[src/rtl/mac16_dot_seq.sv]
// mac16_dot_seq: sequencer that turns one SB_MAC16 (16x16 signed multiply-
// accumulate) into a streaming dot-product engine.
//
// Ports:
//   CLK, RST          rising-edge clock, asynchronous active-high reset
//   in_valid/in_ready operand pair handshake; in_a, in_b signed 16-bit,
//                     in_last marks the final pair of a vector
//   out_valid/ready   result handshake; out_data is the 32-bit dot product
//                     at the head of a 2-entry first-word-fall-through FIFO
//   mac_ce, mac_a, mac_b, mac_oload  drive the DSP operand/control pins
//   mac_o             DSP accumulator output (running sum)
//
// Every issued cycle pushes a {valid, first, last} tag down a pipeline that
// mirrors the DSP latency. Tag stage i holds the pair that sits on mac_a/mac_b
// i cycles earlier. Stage 0 is the issue cycle itself.
module mac16_dot_seq #(
  parameter int MAC_LATENCY = 3,
  parameter int LOAD_DELAY  = 2,
  parameter int OUT_DEPTH   = 2
) (
  input  logic        CLK,
  input  logic        RST,
  input  logic        in_valid,
  output logic        in_ready,
  input  logic [15:0] in_a,
  input  logic [15:0] in_b,
  input  logic        in_last,
  output logic        out_valid,
  input  logic        out_ready,
  output logic [31:0] out_data,
  output logic        mac_ce,
  output logic [15:0] mac_a,
  output logic [15:0] mac_b,
  output logic        mac_oload,
  input  logic [31:0] mac_o
);

  localparam logic [3:0] DEPTH_LIM = 4'(OUT_DEPTH);

  // registered state
  logic                 run_q,       run_d;
  logic                 mac_ce_q,    mac_ce_d;
  logic [15:0]          mac_a_q,     mac_a_d;
  logic [15:0]          mac_b_q,     mac_b_d;
  logic                 mac_oload_q, mac_oload_d;
  logic                 first_q,     first_d;
  logic [MAC_LATENCY:0] tag_v_q,     tag_v_d;
  logic [MAC_LATENCY:0] tag_f_q,     tag_f_d;
  logic [MAC_LATENCY:0] tag_l_q,     tag_l_d;
  logic [31:0]          mem_q [2];
  logic [31:0]          mem_d [2];
  logic                 wr_ptr_q,    wr_ptr_d;
  logic                 rd_ptr_q,    rd_ptr_d;
  logic [1:0]           count_q,     count_d;
  logic                 out_valid_q, out_valid_d;
  logic [31:0]          out_data_q,  out_data_d;

  // combinational helpers
  logic [3:0] inflight_s;
  logic [3:0] pending_s;
  logic       ready_s;
  logic       accept_s;
  logic       push_s;
  logic       pop_s;

  // Next-state logic: issue, tag shifting, oload timing and result FIFO.
  always_comb begin
    // Count vectors whose last pair is still travelling through the DSP;
    // together with FIFO occupancy this bounds the results we owe.
    inflight_s = 4'd0;
    for (int i = 0; i <= MAC_LATENCY; i++) begin
      inflight_s = inflight_s + 4'(tag_v_q[i] & tag_l_q[i]);
    end
    pending_s = inflight_s + {2'b00, count_q};

    // Only a closing pair can create a result, so only it is throttled.
    ready_s  = run_q & (~in_last | (pending_s < DEPTH_LIM));
    accept_s = in_valid & ready_s;

    run_d    = 1'b1;
    mac_ce_d = 1'b1;

    // Bubbles present zero operands so the accumulator is unchanged.
    mac_a_d = accept_s ? in_a : 16'd0;
    mac_b_d = accept_s ? in_b : 16'd0;

    first_d = accept_s ? in_last : first_q;

    tag_v_d = {tag_v_q[MAC_LATENCY-1:0], accept_s};
    tag_f_d = {tag_f_q[MAC_LATENCY-1:0], accept_s & first_q};
    tag_l_d = {tag_l_q[MAC_LATENCY-1:0], accept_s & in_last};

    // Registered one cycle early so oload lands LOAD_DELAY cycles after issue.
    mac_oload_d = tag_v_q[LOAD_DELAY-1] & tag_f_q[LOAD_DELAY-1];

    // Capture the running sum when a closing tag reaches the DSP output.
    push_s = tag_v_q[MAC_LATENCY] & tag_l_q[MAC_LATENCY];
    pop_s  = out_valid_q & out_ready;

    mem_d[0] = mem_q[0];
    mem_d[1] = mem_q[1];
    mem_d[wr_ptr_q] = push_s ? mac_o : mem_q[wr_ptr_q];

    wr_ptr_d = wr_ptr_q ^ push_s;
    rd_ptr_d = rd_ptr_q ^ pop_s;
    count_d  = count_q + {1'b0, push_s} - {1'b0, pop_s};

    // Head of the FIFO after this cycle's push/pop, registered for output.
    out_valid_d = (count_d != 2'd0);
    out_data_d  = mem_d[rd_ptr_d];
  end

  // State registers with asynchronous reset.
  always_ff @(posedge CLK or posedge RST) begin
    if (RST) begin
      run_q       <= 1'b0;
      mac_ce_q    <= 1'b0;
      mac_a_q     <= 16'd0;
      mac_b_q     <= 16'd0;
      mac_oload_q <= 1'b0;
      first_q     <= 1'b1;
      tag_v_q     <= '0;
      tag_f_q     <= '0;
      tag_l_q     <= '0;
      mem_q[0]    <= 32'd0;
      mem_q[1]    <= 32'd0;
      wr_ptr_q    <= 1'b0;
      rd_ptr_q    <= 1'b0;
      count_q     <= 2'd0;
      out_valid_q <= 1'b0;
      out_data_q  <= 32'd0;
    end else begin
      run_q       <= run_d;
      mac_ce_q    <= mac_ce_d;
      mac_a_q     <= mac_a_d;
      mac_b_q     <= mac_b_d;
      mac_oload_q <= mac_oload_d;
      first_q     <= first_d;
      tag_v_q     <= tag_v_d;
      tag_f_q     <= tag_f_d;
      tag_l_q     <= tag_l_d;
      mem_q[0]    <= mem_d[0];
      mem_q[1]    <= mem_d[1];
      wr_ptr_q    <= wr_ptr_d;
      rd_ptr_q    <= rd_ptr_d;
      count_q     <= count_d;
      out_valid_q <= out_valid_d;
      out_data_q  <= out_data_d;
    end
  end

  assign in_ready  = ready_s;
  assign out_valid = out_valid_q;
  assign out_data  = out_data_q;
  assign mac_ce    = mac_ce_q;
  assign mac_a     = mac_a_q;
  assign mac_b     = mac_b_q;
  assign mac_oload = mac_oload_q;

endmodule

[config.mk]
export PLATFORM = sky130hd
export DESIGN_NAME = mac16_dot_seq
export DESIGN_NICKNAME = d
export VERILOG_FILES = /design/src/rtl/mac16_dot_seq.sv
export SDC_FILE = /design/constraint.sdc
export NUM_CORES = 1
export LEC_CHECK = 0
export BUFFER_PORTS_ARGS = -buffer_cell sky130_fd_sc_hd__buf_2
export CORE_ASPECT_RATIO = 1.5
export CORE_MARGIN = 5
export CORE_UTILIZATION = 25
export CTS_CLUSTER_DIAMETER = 80
export DETAILED_ROUTE_END_ITERATION = 8
export PLACE_DENSITY_LB_ADDON = 0.2
export SLEW_MARGIN = 20
export SYNTH_ARGS = -nofsm -noshare
export SYNTH_HDL_FRONTEND = slang
export SYNTH_SLANG_ARGS = --single-unit
[constraint.sdc]
create_clock -name CLK -period 5.1 [get_ports CLK]
set_input_delay 0.51 -clock CLK [delete_from_list [all_inputs] [get_ports CLK]]
set_output_delay 0.51 -clock CLK [all_outputs]
set_load 0.01 [all_outputs]
==> run summary, run 1 <==
Yosys mapped a number of flops with a built-in enable equal to 0. The critical path goes through and2_2 > inv_2 > fa_1 > inv_1 > ha_1 > a31oi_1 > fa_1 > nand2_1 > a21boi_2 > buf_4 > buf_2. The run gives 0 as the number of slew-limit violations in the final report. The share of the core filled with cells in the final layout is 31.6%. Count of cell types in the netlist: 32. The library cell used most frequently in the layout, excluding fill and tap cells, is sky130_fd_sc_hd__dfrtp_1. The met3 usage in global routing is 3.78%, and the number of placement rows is 71. Counting flops with an async set or reset pin after synthesis yields a share of 100%. The via count of the first global-routing pass was 5165. After the first detailed-routing iteration, the DRC count stood at 336. For met1 alone, demand over resource in global routing was 15.1%. Once the floorplan was initialized, standard cells occupied 25.1% of the core.

The logs give 28300 µm for the global-route wire length before repair and 17700 µm for the total wire length after detailed routing. After routing, the total negative slack on setup checks comes to 0 ns. The largest individual stage delay along the critical path comes from the cell sky130_fd_sc_hd__fa_1. The share of the cycle needed by the critical path after routing works out to 70.4%. The fraction of layout cells with a size suffix above 1 is 38.3%, and the number of buffers added to fix hold violations after cts is 0. For the largest net degree at the start of global routing, the log shows 100.

In this run the worst hold path is classified as in -> async. The cell type contributing the most total cell area after synthesis was sky130_fd_sc_hd__dfrtp_1. The number of vias after detailed routing came out at 4788. Root buffer cell: sky130_fd_sc_hd__clkbuf_16. Global routing used 12.8% of the available tracks.

The top-area cell type share of the netlist area is 58.0%. The detailed placer's ending HPWL was 10600 µm. Startpoint class of the critical path: a register. The flow ran to the end, and the final reports show no timing, DRC or antenna violations. A synthesized cell averages 12.0 µm². The most numerous cell type found on the critical path is sky130_fd_sc_hd__fa_1.

The core region is 0.0249 mm². After synthesis the netlist holds a flip-flop and latch count of 146. TritonCTS created 17 clock buffers. The number of top-level design ports is 137, and the maximum buffer depth of the clock tree is 2. For this run, the number of Yosys warnings is 0.

Clock-pin slew was measured on the worst setup and hold paths at 0.06 ns. The number of buffer cells added on primary ports is 136. The most critical setup path has its startpoint at tag_v_q[3]. The cell family contributing the most delay on the critical path is adder cells.

Routability-driven placement finished with a final weighted congestion of 0.694. In the global route stage, met2 resource usage came out at 21.3%. The initial antenna violation count was 3.

Synthesis produced 520 cells. The vias per cell came out at 4.89. TritonCTS built the clock tree.

The most used routing layer in global routing was met2. The synthesized netlist occupies a cell area of 0.00625 mm². Once the clock tree was built, the resizer swapped 0 gates to a different size. The count of nets left with antenna violations once routing finished came out at 0. After clock tree synthesis, the setup repair step added 0 buffers.

Setup repair after global routing left no endpoint under its margin. The net count of the finished layout was 711; the maximum ir drop on the vdd rail was 0.259 mV. The leftover overflow at the end of global routing is 0, and the remaining max-slew budget at the tightest pin is 36.0%. The number of DRC violations after detailed routing came out at 0.

The fmax was 0.279 GHz. The worst path buffer plus inverter count is 4. The highest cell delay on the worst timing path came out at 0.50 ns. At the pin with the least slew margin, the transition time is 0.960 ns. The cell leakage power was 3.82 nW. The required time of the critical path is 4.59 ns.

The startpoint identified for the worst register-to-register timing path is out_valid. The floorplan step defined a die boundary enclosing 0.0283 mm². The die is 204 µm tall.

Data on the critical path arrives at its endpoint at 3.08 ns. In this run the worst path has a maximum fanout of 36. Counting every net in the synthesized netlist gives 594. The critical path start-end classification was reg -> out.

Leaving out fill and tap cells, the most frequent cells in the layout are sky130_fd_sc_hd__dfrtp_1 (145), sky130_fd_sc_hd__buf_2 (136), sky130_fd_sc_hd__and3_1 (65), sky130_fd_sc_hd__mux2_2 (62), sky130_fd_sc_hd__o21ai_0 (55). The clock drives 146 sinks. The first TritonRoute pass finished after 5 iterations. The later pin in the worst-skew pair is clocked with a latency of 0.42 ns.

For this run, the register share of the synthesized area comes to 58.5%. Setup violations remaining at the end of the flow were counted as 0. Clock skew on the completed layout was measured at 0.00656 ns. In the final routed layout, each cell accounts on average for 18.1 µm.

The width of the die works out to 139 µm. STA classifies the critical path endpoint as an output port. The total count of hold-check failures in the final report is 0. For this run, the leading register cell type out of synthesis is sky130_fd_sc_hd__dfrtp_1. For the finished layout, the period the worst path requires is 3.59 ns. H-tree depth reported by CTS: 4. Area growth from synthesis to layout: 25.6%.

Sorting the synthesized cells by area gives the leading types as sky130_fd_sc_hd__dfrtp_1 (58%), sky130_fd_sc_hd__mux2_2 (11%), sky130_fd_sc_hd__and3_1 (6.5%). The max-capacitance violation count came out at 0. Dividing total power by cell area gives a power density of 549 mW/mm².
cell usage after synthesis (4+ instances only):
cell type	n
sky130_fd_sc_hd__xnor2_1	4
sky130_fd_sc_hd__buf_2	7
sky130_fd_sc_hd__o21ai_0	55
sky130_fd_sc_hd__mux2_2	62
sky130_fd_sc_hd__inv_1	5
sky130_fd_sc_hd__dfrtp_1	145
sky130_fd_sc_hd__nand2_1	6
sky130_fd_sc_hd__and2_1	6
sky130_fd_sc_hd__a31oi_1	32
sky130_fd_sc_hd__o21ai_1	8
sky130_fd_sc_hd__and3_1	65
sky130_fd_sc_hd__buf_4	7
sky130_fd_sc_hd__clkbuf_1	33
sky130_fd_sc_hd__nand4b_1	31
sky130_fd_sc_hd__o22ai_1	31
per-layer routing:
layer / share of wire (%) / up-vias
met2: 51 / 150
li1: - / 2161
met1: 40 / 2438
met3: 6.0 / 35
met4: 2.6 / 4
met5: 0.13 / -
final cells by class:
cell class / instances / area [µm²]
repair buffers: 146 / 768
clock inverters: 9 / 130
well taps: 328 / 410
inverters: 8 / 36.3
flip-flops and latches: 146 / 3650
fillers: 2583 / 17000
diodes: 1 / 2.50
clock buffers: 23 / 488
multi-input cells: 318 / 2360
sequential cells by signal, indices dropped and copies added (netlist names), 2 cells and up:
register,flops
mac_b,16
tag_f_q,2
count_q,2
mac_a,16
out_data,32
mem_q,64
tag_v_q,4
tag_l_q,4
per-stage QoR:
stage	cell area, µm²	worst slack, ns	power, mW	hold WS (ns)	instances
2_1_floorplan	6250	0.669	2.60	0.331	520
3_3_place_gp	7210	1.70	2.99	0.331	945
3_5_place_dp	7230	1.61	3.05	0.336	946
4_1_cts	7850	1.46	4.38	0.300	978
5_1_grt	7850	1.37	4.59	0.299	979
6_report	7850	1.51	4.31	0.265	979
where the power goes:
part	internal [mW]	switching [mW]
Combinational	0.603	0.742
Sequential	1.50	0.160
Clock	0.820	0.480
Total	2.92	1.38
cells by family (layout without fill, tap and decap cells):
group / after synthesis / count (layout) / synth area share, %
DFF: 146 / 146 / 58.5
and+or+nand+nor: 116 / 116 / 12.5
buffers and inverters: 56 / 186 / 4.06
adders and majority gates: 5 / 5 / 1.24
xor gates and xnor gates: 4 / 4 / 0.560
muxes: 63 / 63 / 11.3
other: 1 / 2 / 0.0600
AOI/OAI and AO/OA: 129 / 129 / 11.8
final timing paths:
path,end,slack (ns),cells after the start
min in group CLK,mac_a[2],0.32,2
min,mac_a[3],0.26,2
max in group asynchronous,tag_v_q[3],3.54,3
max,in_ready,1.51,11
min reg2reg,tag_f_q[1],0.35,0
max reg2reg,out_data[2],1.84,6
Note: power is estimated with default switching activity, not from simulation.
==> run 2, diff against run 1 <==
==> constraint.sdc (replaced) <==
create_clock -name CLK -period 3.27 [get_ports CLK]
set_input_delay 0.327 -clock CLK [delete_from_list [all_inputs] [get_ports CLK]]
set_output_delay 0.327 -clock CLK [all_outputs]
set_load 0.01 [all_outputs]
==> run 2 against run 1 <==
First-iteration DRC count is 5.4% lower; critical endpoint unchanged; combinational power is 61% higher; hold slack worse by 0.19 ns; critical path depth is 1 lower; largest power group unchanged; die area stayed put; sequential power is 55% higher.
==> run summary, run 2 (same netlist as run 1, synthesis figures left out) <==
The number of vias after detailed routing was 4761 (was 4788). The tools report the core footprint as 0.0249 mm² (unchanged). TritonCTS built the clock tree.

The logs give 25.1% (unchanged) for the initial core utilization and 0.324 GHz for the fmax. The number of top-level design ports is 137 (unchanged), and the number of buffers added to fix hold violations after cts is 0 (unchanged). The tools report the share of total power in sequential cells as 37.9% (was 38.6%). The run gives 0 (unchanged) as the number of DRC violations after detailed routing.

The number of buffer cells added on primary ports works out to 136 (unchanged). The placer congestion estimate was 0.712 (was 0.694). The combinational group share of total power is 31.6% (was 31.2%), and the share of the cycle needed by the critical path after routing is 94.5%. The worst hold margin was 0.0762 ns (was 0.265 ns); the setup clock skew after layout was 0.00699 ns (was 0.00656 ns). The tools report the detailed placer's ending HPWL as 11200 µm (was 10600 µm). For the number of nets still failing antenna checks after routing, the log shows 0 (unchanged). The number of placement rows was 71 (unchanged); the worst path buffer plus inverter count was 3 (was 4).

The run gives 0.41 ns (was 0.42 ns) as the clock insertion delay at the later pin of the skew report. The run gives 0.0283 mm² (unchanged) as the floorplan die area. The routed length per placed instance was 18.3 µm (was 18.1 µm); the endpoint arrival time on the critical path was 2.76 ns (was 3.08 ns).

Total power: 6.83 mW (was 4.31 mW). For the overall track demand over capacity in global routing, the log shows 12.8% (about the same). Commonest cells after routing, fill and taps aside: sky130_fd_sc_hd__dfrtp_1 (145), sky130_fd_sc_hd__buf_2 (136), sky130_fd_sc_hd__and3_1 (65), sky130_fd_sc_hd__mux2_2 (62), sky130_fd_sc_hd__o21ai_0 (55) (unchanged).

The clock edge transition at the registers on the reported setup and hold paths is 0.06 ns (about the same). The number of flip-flops under the largest register name works out to 64 (unchanged). The tools report the root buffer cell as sky130_fd_sc_hd__clkbuf_16 (unchanged).

The internal power was 4.64 mW (was 2.92 mW). Worst path cell trace: and2_2 > inv_2 > fa_1 > inv_1 > ha_1 > a31oi_1 > fa_1 > nand2_1 > a21boi_4 > buf_2 (was and2_2 > inv_2 > fa_1 > inv_1 > ha_1 > a31oi_1 > fa_1 > nand2_1 > a21boi_2 > buf_4 > buf_2). The highest cell delay on the worst timing path was 0.51 ns (was 0.50 ns). Commonest non-fill, non-tap cell in the layout: sky130_fd_sc_hd__dfrtp_1 (unchanged). The largest register by flop count is mem_q (unchanged). The flow ran to the end, and the final reports show no timing, DRC or antenna violations. The tools report the required time of the critical path as 2.94 ns (was 4.59 ns).

The measured slew at the worst slew-check pin is 0.778 ns (was 0.960 ns). The shortest clock period the worst path allows after layout was 3.09 ns. The global-route wire length before repair is 28600 µm (was 28300 µm), and the first-pass detailed-route iteration total is 4 (was 5). Critical path capture point type: an output port (unchanged). The fraction of layout cells with a size suffix above 1 was 38.4% (was 38.3%); the switching component of the power was 2.18 mW (was 1.38 mW). Initial antenna violation count: 5 (was 3).

The run gives 146 (unchanged) as the number of sinks driven by the clock tree. The largest net degree at the start of global routing was 110 (was 100); the total count of hold-check failures in the final report was 0 (unchanged). Via count of the first global-routing pass: 5241 (was 5165). Cell repeated most along the worst path: sky130_fd_sc_hd__fa_1 (unchanged). The max-capacitance violation count was 0 (unchanged); the y dimension of the die was 204 µm (unchanged). The remaining max-slew budget at the tightest pin is 48.0% (was 36.0%). The cell with the largest stage delay on the worst path was sky130_fd_sc_hd__fa_1 (unchanged).

The tools report the filler cell count in the final layout as 2535 (was 2583). The critical path start-end classification was reg -> out (unchanged). The share of total power consumed by net switching works out to 32.0% (was 32.1%). The proportion of power drawn by the clock network is 30.6% (was 30.2%). The power density over cell area is 865 mW/mm² (was 549 mW/mm²), and the H-tree depth reported by CTS is 4 (unchanged). The startpoint class of the critical path was a register (unchanged). For the accumulated negative setup slack, the log shows 0 ns (unchanged). The run gives 2 (unchanged) as the maximum buffer depth of the clock tree. The worst setup margin is 0.181 ns (was 1.51 ns). The vias per cell was 4.84 (was 4.89); the top fanout value on the critical path was 2 (was 36). The run gives 0.552 mV (was 0.259 mV) as the maximum ir drop on the vdd rail.

The logs give 949 (was 946) for the post-placement cell count and 984 (was 979) for the post-route non-filler standard cell count. For the number of slew-limit violations in the final report, the log shows 0 (unchanged). For the placed instance area, the log shows 0.00725 mm² (was 0.00723 mm²). The area growth from synthesis to layout was 26.3% (was 25.6%). The type of the tightest min-delay check was in -> async (unchanged). The total wire length after detailed routing is 18000 µm (was 17700 µm). The run gives 17 (unchanged) as the number of CTS-inserted buffers. The count of routing violations after the opening detailed-route iteration was 318 (was 336); the net count of the finished layout was 715 (was 711). The final setup violation count was 0 (unchanged). The worst setup slack after placement came out at 0.235 ns (was 1.61 ns). The width of the die is 139 µm (unchanged). The leftover overflow at the end of global routing came out at 0 (unchanged). Setup repair after global routing left no endpoint under its margin. Family with the most delay on the worst path: adder cells (unchanged).

The cell leakage power is 3.85 nW (was 3.82 nW), and the share of the core filled with cells in the final layout is 31.7% (was 31.6%). For the area of all placed cells without fillers, the log shows 0.00790 mm² (was 0.00785 mm²).
## run 2: final timing paths
check | startpoint | to | slack [ns] | depth (start not counted)
max | tag_v_q[3] | in_ready | 0.18 | 10
min | RST | mac_oload | 0.08 | 3
max reg2reg | tag_v_q[3] | first_q | 0.33 | 12
min reg2reg | tag_f_q[0] | tag_f_q[1] | 0.35 | 0
max in group asynchronous | RST | mem_q[53] | 2.71 | 3
min in group CLK | in_b[4] | mac_b[4] | 0.15 | 2
## run 2: final cells by class
class | instances | area, µm² | share of cell area, %
Sequential cell | 146 | 3650 | 46.3
Multi-Input combinational cell | 318 | 2370 | 30.0
Antenna cell | 3 | 7.51 | 0.0951
Tap cell | 328 | 410 | 5.20
Clock inverter | 11 | 186 | 2.36
Clock buffer | 20 | 437 | 5.53
Inverter | 8 | 35.0 | 0.444
Timing Repair Buffer | 150 | 798 | 10.1
## run 2: timing repair
item	in CTS	in global routing
resized for setup	1	0
endpoints found under the setup margin	1	1
setup buffers	1	0
pin swaps	1	1
## run 2: power groups by stage
stage / Sequential (mW) / Clock, mW / Combinational, mW
5_1_grt: 2.65 / 2.23 / 2.38
3_3_place_gp: 2.59 / 0 / 2.11
3_5_place_dp: 2.62 / 0 / 2.17
2_1_floorplan: 2.66 / 0 / 1.39
6_report: 2.58 / 2.09 / 2.16
4_1_cts: 2.59 / 2.15 / 2.19
## run 2: layer usage
metal	wire (µm)	global-route usage [%]	vias to the layer above
met5	21	0	-
met4	320	5.03	4
met3	934	3.96	21
met2	9650	23.3	140
met1	7080	13.8	2429
li1	-	-	2167
## run 2: tightest hold or removal path, stage by stage
cell	delay, ns
sky130_fd_sc_hd__buf_2	0.11
sky130_fd_sc_hd__clkinvlp_4	0.08
sky130_fd_sc_hd__buf_12	0.42
